**src/rtl/puf_host_engine.sv**
```systemverilog
// Host-side PUF frame engine: challenge FIFO, start/mode handshake, rx frame streaming, tx response capture.
// Optional stall watchdog compiled in with PUF_HOST_TIMEOUT_EN.
module puf_host_engine #(
  parameter int DATA_W     = 8,
  parameter int FRAM_SIZE  = 4,
  parameter int RSP_SIZE   = 1,
  parameter int FIFO_DEPTH = 8,
  parameter int CNT_W      = 16,
  parameter int TO_CYC     = 1024
)(
  input  logic              clk,
  input  logic              rst,
  input  logic              ld_valid,
  input  logic [DATA_W-1:0] ld_data,
  output logic              ld_ready,
  input  logic              cmd_go,
  input  logic              cfg_op_mode,
  output logic              o_start,
  output logic              o_op_mode,
  input  logic              i_rx_ready,
  output logic              o_rx_valid,
  output logic [DATA_W-1:0] o_rx_data,
  output logic              o_tx_ready,
  input  logic              i_tx_valid,
  input  logic [DATA_W-1:0] i_tx_data,
  output logic              rsp_valid,
  output logic [DATA_W-1:0] rsp_data,
  output logic              busy,
  output logic              done,
  output logic              timeout,
  output logic [CNT_W-1:0]  frame_cnt
);
  localparam int AW  = (FIFO_DEPTH > 1) ? $clog2(FIFO_DEPTH) : 1;
  localparam int CW  = $clog2(FIFO_DEPTH + 1);
  localparam int WCW = $clog2(FRAM_SIZE + 1);
  localparam int RCW = $clog2(RSP_SIZE + 1);

  localparam logic [CW-1:0]  DEPTH_C = CW'(FIFO_DEPTH);
  localparam logic [CW-1:0]  FRAM_C  = CW'(FRAM_SIZE);
  localparam logic [WCW-1:0] WLAST   = WCW'(FRAM_SIZE - 1);
  localparam logic [RCW-1:0] RLAST   = RCW'(RSP_SIZE - 1);

  localparam logic [2:0] S_IDLE  = 3'd0;
  localparam logic [2:0] S_START = 3'd1;
  localparam logic [2:0] S_SEND  = 3'd2;
  localparam logic [2:0] S_WAIT  = 3'd3;
  localparam logic [2:0] S_DONE  = 3'd4;

  logic [2:0]        state;
  logic [DATA_W-1:0] mem [FIFO_DEPTH];
  logic [AW-1:0]     wr_ptr, rd_ptr;
  logic [CW-1:0]     cnt;
  logic [WCW-1:0]    wcnt;
  logic [RCW-1:0]    rcnt;
  logic              push, rx_hs, tx_hs, go_ok, abort;

  assign ld_ready   = (cnt != DEPTH_C);
  assign push       = ld_valid && ld_ready;
  assign o_start    = (state == S_START);
  assign o_rx_valid = (state == S_SEND);
  assign o_tx_ready = (state == S_WAIT);
  assign busy       = (state != S_IDLE);
  assign done       = (state == S_DONE);
  assign o_rx_data  = o_rx_valid ? mem[rd_ptr] : '0;
  assign rx_hs      = o_rx_valid && i_rx_ready;
  assign tx_hs      = o_tx_ready && i_tx_valid;
  assign go_ok      = (state == S_IDLE) && cmd_go && (cnt >= FRAM_C);

  always_ff @(posedge clk) begin
    if (push) mem[wr_ptr] <= ld_data;
  end

  // An abort flushes the FIFO together with the frame it was feeding.
  always_ff @(posedge clk) begin
    if (rst || abort) begin
      wr_ptr <= '0;
      rd_ptr <= '0;
      cnt    <= '0;
    end else begin
      if (push)  wr_ptr <= wr_ptr + 1'b1;
      if (rx_hs) rd_ptr <= rd_ptr + 1'b1;
      case ({push, rx_hs})
        2'b10:   cnt <= cnt + 1'b1;
        2'b01:   cnt <= cnt - 1'b1;
        default: cnt <= cnt;
      endcase
    end
  end

  always_ff @(posedge clk) begin
    if (rst) begin
      state     <= S_IDLE;
      wcnt      <= '0;
      rcnt      <= '0;
      o_op_mode <= 1'b0;
      rsp_valid <= 1'b0;
      rsp_data  <= '0;
      frame_cnt <= '0;
    end else begin
      rsp_valid <= 1'b0;
      if (abort) begin
        state <= S_IDLE;
      end else begin
        case (state)
          S_IDLE: if (go_ok) begin
            state     <= S_START;
            o_op_mode <= cfg_op_mode;
            wcnt      <= '0;
            rcnt      <= '0;
          end
          S_START: state <= S_SEND;
          S_SEND: if (rx_hs) begin
            wcnt <= wcnt + 1'b1;
            if (wcnt == WLAST) state <= S_WAIT;
          end
          S_WAIT: if (tx_hs) begin
            rsp_data  <= i_tx_data;
            rsp_valid <= 1'b1;
            rcnt      <= rcnt + 1'b1;
            if (rcnt == RLAST) state <= S_DONE;
          end
          S_DONE: begin
            frame_cnt <= frame_cnt + 1'b1;
            state     <= S_IDLE;
          end
          default: state <= S_IDLE;
        endcase
      end
    end
  end

`ifdef PUF_HOST_TIMEOUT_EN
  localparam int SW = $clog2(TO_CYC + 1);
  localparam logic [SW-1:0] STALL_LAST = SW'(TO_CYC - 1);

  logic [SW-1:0] stall;
  logic          stalling, to_q;

  // Any cycle that is not a stalled SEND/WAIT_RSP cycle restarts the count.
  assign stalling = (o_rx_valid && !i_rx_ready) || (o_tx_ready && !i_tx_valid);
  assign abort    = stalling && (stall == STALL_LAST);
  assign timeout  = to_q;

  always_ff @(posedge clk) begin
    if (rst) begin
      stall <= '0;
      to_q  <= 1'b0;
    end else begin
      if (go_ok)      to_q <= 1'b0;
      else if (abort) to_q <= 1'b1;
      stall <= stalling ? stall + 1'b1 : '0;
    end
  end
`else
  assign abort   = 1'b0;
  assign timeout = 1'b0 & (TO_CYC == 0);
`endif

endmodule
```
**config.mk**
```make
export PLATFORM = sky130hd
export DESIGN_NAME = puf_host_engine
export DESIGN_NICKNAME = d
export VERILOG_FILES = /design/src/rtl/puf_host_engine.sv
export SDC_FILE = /design/constraint.sdc
export NUM_CORES = 1
export LEC_CHECK = 0
export BUFFER_PORTS_ARGS = -buffer_cell sky130_fd_sc_hd__buf_2
export CAP_MARGIN = 20
export CORE_MARGIN = 2
export CORE_UTILIZATION = 45
export CTS_CLUSTER_DIAMETER = 200
export DETAILED_ROUTE_END_ITERATION = 12
export MAX_ROUTING_LAYER = met4
export PLACE_DENSITY = 0.65
export SYNTH_ARGS = -nofsm -noshare
export SYNTH_HDL_FRONTEND = slang
export SYNTH_SLANG_ARGS = --single-unit
```
**constraint.sdc**
```tcl
create_clock -name clk -period 4.55 [get_ports clk]
set_input_delay 0.455 -clock clk [delete_from_list [all_inputs] [get_ports clk]]
set_output_delay 0.455 -clock clk [all_outputs]
set_load 0.01 [all_outputs]
```
== Word level (Yosys, flattened, before mapping) ==
Memory sizes are Yosys's and may differ from the RTL's. A register that Yosys moved wholly into a read port is not among the register bits.
Cells that the tools add are included.

* Output and inout port bits: 41
* Input bits: 23
* Memories: 1
* Memory bits (writable): 64
* Logic and storage cells: 68
* Bits in registers: 43

* Eq/ne operators: 13
* Muxes and demuxes: 19
* Bitwise logic cells: 1
* Add/subtract/negate cells: 7
* $lt $le $gt $ge: 1
* Reductions and logical operators: 16

{| class="wikitable"
|+ Memories
! memory !! words !! width !! rd ports !! clocked after Yosys merged registers in !! wr ports !! RTL line !! RTL
|-
| mem || 8 || 8 || 1 || 1 || 1 || 50 || <nowiki>logic [DATA_W-1:0] mem [FIFO_DEPTH];</nowiki>
|}

{| class="wikitable"
|+ Operators by type and width
! operator !! number
|-
| 3-bit 2-to-1 mux || 9
|-
| 16-bit by 1-bit adder with 16-bit output, second input constant || 1
|-
| 3-bit case mux with 4 select lines || 1
|-
| 3-bit by 1-bit adder with 3-bit output, second input constant || 3
|-
| 3-bit by 2-bit == test with 1-bit output, second input constant || 3
|-
| 8-bit 2-to-1 mux || 1
|-
| 4-bit case mux with 2 select lines || 1
|-
| 2-bit by 1-bit inequality test with 1-bit output, second input constant || 3
|-
| 3-bit case mux with 2 select lines || 1
|-
| 3-bit AND reduction || 2
|-
| 2-bit nonzero test || 3
|-
| 1-bit logical AND || 5
|-
| 1-bit 2-to-1 mux || 5
|-
| 5-bit AND reduction || 1
|-
| 4-bit by 1-bit adder with 4-bit output, second input constant || 1
|-
| 4-bit by 3-bit >= comparator with 1-bit output, second input constant || 1
|-
| 2-bit inequality test, second input constant || 2
|-
| 4-bit inequality test, second input constant || 1
|-
| 2-bit AND reduction || 2
|-
| 4-bit by 1-bit subtractor with 4-bit output, second input constant || 1
|-
| 3-bit by 1-bit == test with 1-bit output, second input constant || 1
|-
| 3-bit == test, second input constant || 1
|-
| 3-bit logical NOT || 1
|-
| 3-bit nonzero test || 1
|-
| 6 further kinds || 6
|}

== Longest topological paths before layout ==
* Word-level depth: 5
* Gate-level depth with buffers: 10
* Gate-level depth less buffers: 9

== Worst setup path after synthesis ==
No wires, ideal clock.

* Path type: flip-flop to flip-flop
* Start: register cnt[0]
* End: register cnt[3]
* Setup slack: 1.951 ns
* Setup time: 0.121 ns
* Data required time: 4.429 ns
* Path buffers: 1
* Arrival: 2.478 ns
* Clock period less this slack: 2.599 ns
* Cell stages (with the launch flop): 8
* Cells stage by stage: dfxtp_1 or4b_2 clkbuf_1 nand2_2 ha_1 or3_1 o32ai_1 mux2_2

* Cells in the longest elaborated chain, start to end: 4
* Elaborated cells between the ends (all ways): 8
* Those cells by class: add/sub (2); eq/ne (3); mux (1); reduce/logical (2)

{| class="wikitable"
|+ Ends and longest elaborated chain
! item !! RTL line !! RTL
|-
| start, declared || 52 || <nowiki>logic [CW-1:0] cnt;</nowiki>
|-
| start signal, assigned || 83 || <nowiki>2'b10: cnt <= cnt + 1'b1;</nowiki>
|-
| start signal, assigned || 84 || <nowiki>2'b01: cnt <= cnt - 1'b1;</nowiki>
|-
| start signal, assigned || 85 || <nowiki>default: cnt <= cnt;</nowiki>
|-
| 4-bit inequality test (*) || 57 || <nowiki>assign ld_ready = (cnt != DEPTH_C);</nowiki>
|-
| named net ld_ready || 15 || <nowiki>output logic ld_ready,</nowiki>
|-
| 1-bit logical AND (*) || 58 || <nowiki>assign push = ld_valid && ld_ready;</nowiki>
|-
| 2-bit by 1-bit == test with 1-bit output or 2-bit == test (tied branches) || 82 || <nowiki>case ({push, rx_hs})</nowiki>
|-
| 4-bit case mux with 2 select lines or 2-bit nonzero test (tied branches) || - ||
|}

Mark *: on every way through the listed nets, which the timed path passes. The rest lies on a longest branch.
A chain may end at the register's enable or synchronous reset.

== Final worst setup path ==
* Start: register cnt[0]
* End: register cnt[2]

* Cells in the longest elaborated chain, start to end: 4
* Elaborated cells between the ends (all ways): 8
* Those cells by class: add/sub (2); eq/ne (3); mux (1); reduce/logical (2)

{| class="wikitable"
|+ Ends and longest elaborated chain
! item !! RTL line
|-
| 4-bit inequality test || 57
|-
| 1-bit logical AND || 58
|-
| 2-bit by 1-bit == test with 1-bit output or 2-bit == test (tied branches) || 82
|-
| 4-bit case mux with 2 select lines or 2-bit nonzero test (tied branches) || -
|}

Several ways; a longest one is shown, not always the timed one.

==> out/summary.txt <==
Post-CTS setup repair buffer count -> 0
Combinational family with the most area after synthesis -> simple AND/OR/NAND/NOR gates
Synth Register Bits -> 110
Crit share post-route -> 58.57%
Kind of start point of the critical path -> register
Reg area -> 0.002843 sq mm
Placer Congestion -> 0.7434
Number of H-tree levels -> 3
Total number of placement rows -> 36
Met3 Use GR -> 2.694%
Max-capacitance violation count -> 0
Cell area after technology mapping -> 0.004502 sq mm
Number of instances in the synthesized netlist -> 345
Post-DR vias/cell -> 5.191
Worst hold start -> i_tx_data[5]
Height of the die -> 104.0 um
Crit-path slowest cell -> sky130_fd_sc_hd__or4b_2
Sum Neg Setup Slack -> 0 ps
Final standard cell utilization of the core -> 53.27%
Fillers -> 872
Die ar. -> 0.01082 sq mm
Critical register-to-register path startpoint -> cnt[0]
Net count of the finished layout -> 438
Leak Pwr -> 1.885 nW
First-pass DRT Iterations -> 4
Area Overhead vs Synth -> 15.12%
Total gr overflow -> 0
Area of the multi-input gates -> 0.001578 sq mm
Main area contributors after synthesis -> sky130_fd_sc_hd__edfxtp_1 43%, sky130_fd_sc_hd__dfxtp_1 20%, sky130_fd_sc_hd__mux4_2 8.0%
Total number of vias -> 2829
Req. time, crit path -> 4860 ps
Effective utilization at floorplan -> 46.27%
Via count of the first global-routing pass -> 2780
Setup repair after global routing missed its margin -> false
Largest delay share family, worst path -> simple AND/OR/NAND/NOR gates
Synthesized-area fraction occupied by adder cells -> 2.223%
# IOs -> 64
Critical Path AT -> 2970 ps
Critical path buffers and inverters -> 0
Number of gates given a new drive strength after cts -> 0
Class of the worst hold path -> input pin to register
Startpoint of the worst setup timing path -> cnt[0]
Worst path cell trace -> or4b_2 -> nand2_2 -> ha_1 -> xor2_1 -> ha_1 -> a21oi_1 -> xor2_1 -> or3_1 -> a21oi_1
Clock insertion delay at the later pin of the skew report -> 380 ps
Syn_nets -> 376
Synthesized-area fraction occupied by ao, oa, aoi and oai cells -> 4.447%
Initial antenna violation count -> 0
Fraction of synthesized area in multiplexers -> 11.17%
Run status -> complete, no violations
Slew of the pin with the lowest slew margin -> 989.3 ps
Count of inserted antenna diode cells -> 0
Detailed-placement wirelength estimate -> 5586 um
Final worst clock skew -> 13.52 ps
Cts bufs inserted -> 9
Slew HR -> 33.80%
Share of final-layout standard cells stronger than drive strength 1 -> 26.94%
Number of distinct standard cells referenced by the synthesized netlist -> 46
Maximum clock insertion buffer count -> 2
Maximum cell stage delay along the critical path -> 760 ps
Placeable core area -> 0.009729 sq mm
Number of nets with antenna violations after routing -> 0
Hold-fix buffers at CTS -> 0
Final setup violation count -> 0
Number of I/O port buffers -> 62
Width of the die -> 104.0 um
Peak VDD IR -> 0.1566 mV
Share of async-settable or async-resettable flops after synthesis -> 0%
Post-synth EDFFs -> 64
Final Max Slew Viols -> 0
Post-synth top area cell -> sky130_fd_sc_hd__edfxtp_1
Global-route met1 utilization -> 22.98%
Minimum period implied by the final worst setup slack -> 2665 ps
Top cell type's share of synthesized area -> 42.69%
Clock transition at the register clock pins on the worst setup and hold paths after CTS -> 110 ps
GRT busiest layer -> met2
Maximum number of pins on one net before global-route repair -> 47
Routed wirelength normalized by instance count -> 15.73 um
Number of DRC markers after the initial detailed-route iteration -> 118
Xor and xnor area share after synthesis -> 3.113%
Met2 Usage GRT -> 26.60%
GRT Resource Usage Total -> 17.09%
Global-route wire length before repair -> 14100 um
Final hold vios -> 0
WL final -> 8572 um
Post-synthesis simple-gate area fraction -> 13.90%
TritonCTS sink count -> 110
Root buffer selected by CTS -> sky130_fd_sc_hd__clkbuf_8
Crit. End Element -> register
TritonCTS clock tree -> yes
CP max FO -> 8
Prevailing post-synth register cell -> sky130_fd_sc_hd__edfxtp_1
Maximum clock frequency -> 375.3 MHz
Class of the most critical setup path -> register to register
Cell area power density -> 337.5 mW/mm^2
Number of design rule violations left after detail routing -> 0
Avg Synthesized Cell Area -> 13.05 sq um
Count of warnings emitted by yosys -> 0
Share of synthesized area occupied by flip-flops and latches -> 63.15%
==> layout by cell type, fill, tap and decap left out, drive strengths merged, types with 9 or more instances in the layout <==
| master | instances |
|---|---|
| nor2 | 42 |
| mux2i | 12 |
| edfxtp | 64 |
| nand3 | 10 |
| clkbuf | 9 |
| dfxtp | 46 |
| mux4 | 16 |
| a21oi | 22 |
| inv | 9 |
| xor2 | 11 |
| buf | 68 |
| nand2 | 27 |
==> flip-flops by register name, summed over array words and instances (netlist names), named ones only <==
signal / flops
rcnt: 1
wcnt: 3
state: 3
frame_cnt: 16
rsp_data: 8
rd_ptr: 3
o_op_mode: 1
mem: 64
rsp_valid: 1
cnt: 4
wr_ptr: 3
==> path summary, 6_finish.rpt <==
path                            depth (start not counted)     endpoint  slack, ps
worst max register to register                          9       cnt[2]       1890
worst min register to register                          2  rsp_data[6]        460
worst max-delay path                                    9       cnt[2]       1890
worst min-delay path                                    3  rsp_data[5]        310
==> where the power goes <==
part / switching [mW] / total [mW] / internal [mW]
Clock: 0.377 / 0.601 / 0.224
Combinational: 0.0398 / 0.0682 / 0.0284
Sequential: 0.0101 / 1.08 / 1.07
Total: 0.427 / 1.75 / 1.32
==> per-layer routing <==
metal | wire length (um) | up-vias
li1 | - | 1386
met1 | 4018 | 1359
met2 | 4065 | 71
met3 | 344 | 13
met4 | 143 | 0
met5 | 0 | -
==> synth_stat cells, types with 2 or more instances <==
| master | count |
|---|---|
| sky130_fd_sc_hd__a21oi_1 | 22 |
| sky130_fd_sc_hd__a22oi_1 | 2 |
| sky130_fd_sc_hd__buf_1 | 4 |
| sky130_fd_sc_hd__buf_2 | 3 |
| sky130_fd_sc_hd__clkbuf_1 | 9 |
| sky130_fd_sc_hd__dfxtp_1 | 46 |
| sky130_fd_sc_hd__edfxtp_1 | 64 |
| sky130_fd_sc_hd__ha_1 | 8 |
| sky130_fd_sc_hd__inv_1 | 4 |
| sky130_fd_sc_hd__mux2_2 | 2 |
| sky130_fd_sc_hd__mux2i_1 | 12 |
| sky130_fd_sc_hd__mux4_2 | 16 |
| sky130_fd_sc_hd__nand2_1 | 26 |
| sky130_fd_sc_hd__nand2b_1 | 3 |
| sky130_fd_sc_hd__nand3_1 | 10 |
| sky130_fd_sc_hd__nand4_1 | 4 |
| sky130_fd_sc_hd__nor2_1 | 42 |
| sky130_fd_sc_hd__nor2b_1 | 6 |
| sky130_fd_sc_hd__nor3_1 | 7 |
| sky130_fd_sc_hd__nor3b_1 | 2 |
| sky130_fd_sc_hd__nor4_1 | 5 |
| sky130_fd_sc_hd__o21ai_0 | 7 |
| sky130_fd_sc_hd__or3_1 | 4 |
| sky130_fd_sc_hd__xnor2_1 | 5 |
| sky130_fd_sc_hd__xor2_1 | 11 |
==> worst reg2reg max path, delay by kind of cell (launching register included) <==
family | cells | cell delay (ps)
flops | 1 | 370
xor+xnor | 2 | 340
compound gates | 2 | 180
simple gates | 3 | 1270
fa+ha+maj | 2 | 440
==> area by class of cell <==
type	instances	share of cell area (%)
Sequential cell	110	54.85
Clock buffer	9	2.390
Timing Repair Buffer	68	7.243
Inverter	4	0.2897
Multi-Input combinational cell	214	30.44
Clock inverter	7	1.569
Tap cell	133	3.211
==> per-stage QoR <==
step	hold WS, ps	power, mW	worst slack (ps)	cells	area [sq um]
after detailed placement	448.1	1.171	1926	528	4950
after global routing	307.7	1.813	1739	545	5182
after CTS	297.1	1.762	1572	544	5155
final	308.4	1.749	1885	545	5182
after global placement	441.0	1.168	1970	528	4950
after floorplan	454.9	1.139	1951	345	4502
==> cells by family after synthesis <==
| kind of cell | count (synthesis) |
|---|---|
| DFF | 110 |
| muxes | 30 |
| AOI/OAI and AO/OA | 36 |
| buffers and inverters | 21 |
| other | 1 |
| xor gates and xnor gates | 16 |
| adders and majority gates | 8 |
| and+or+nand+nor | 123 |
Power figures use the tool's default switching activity.
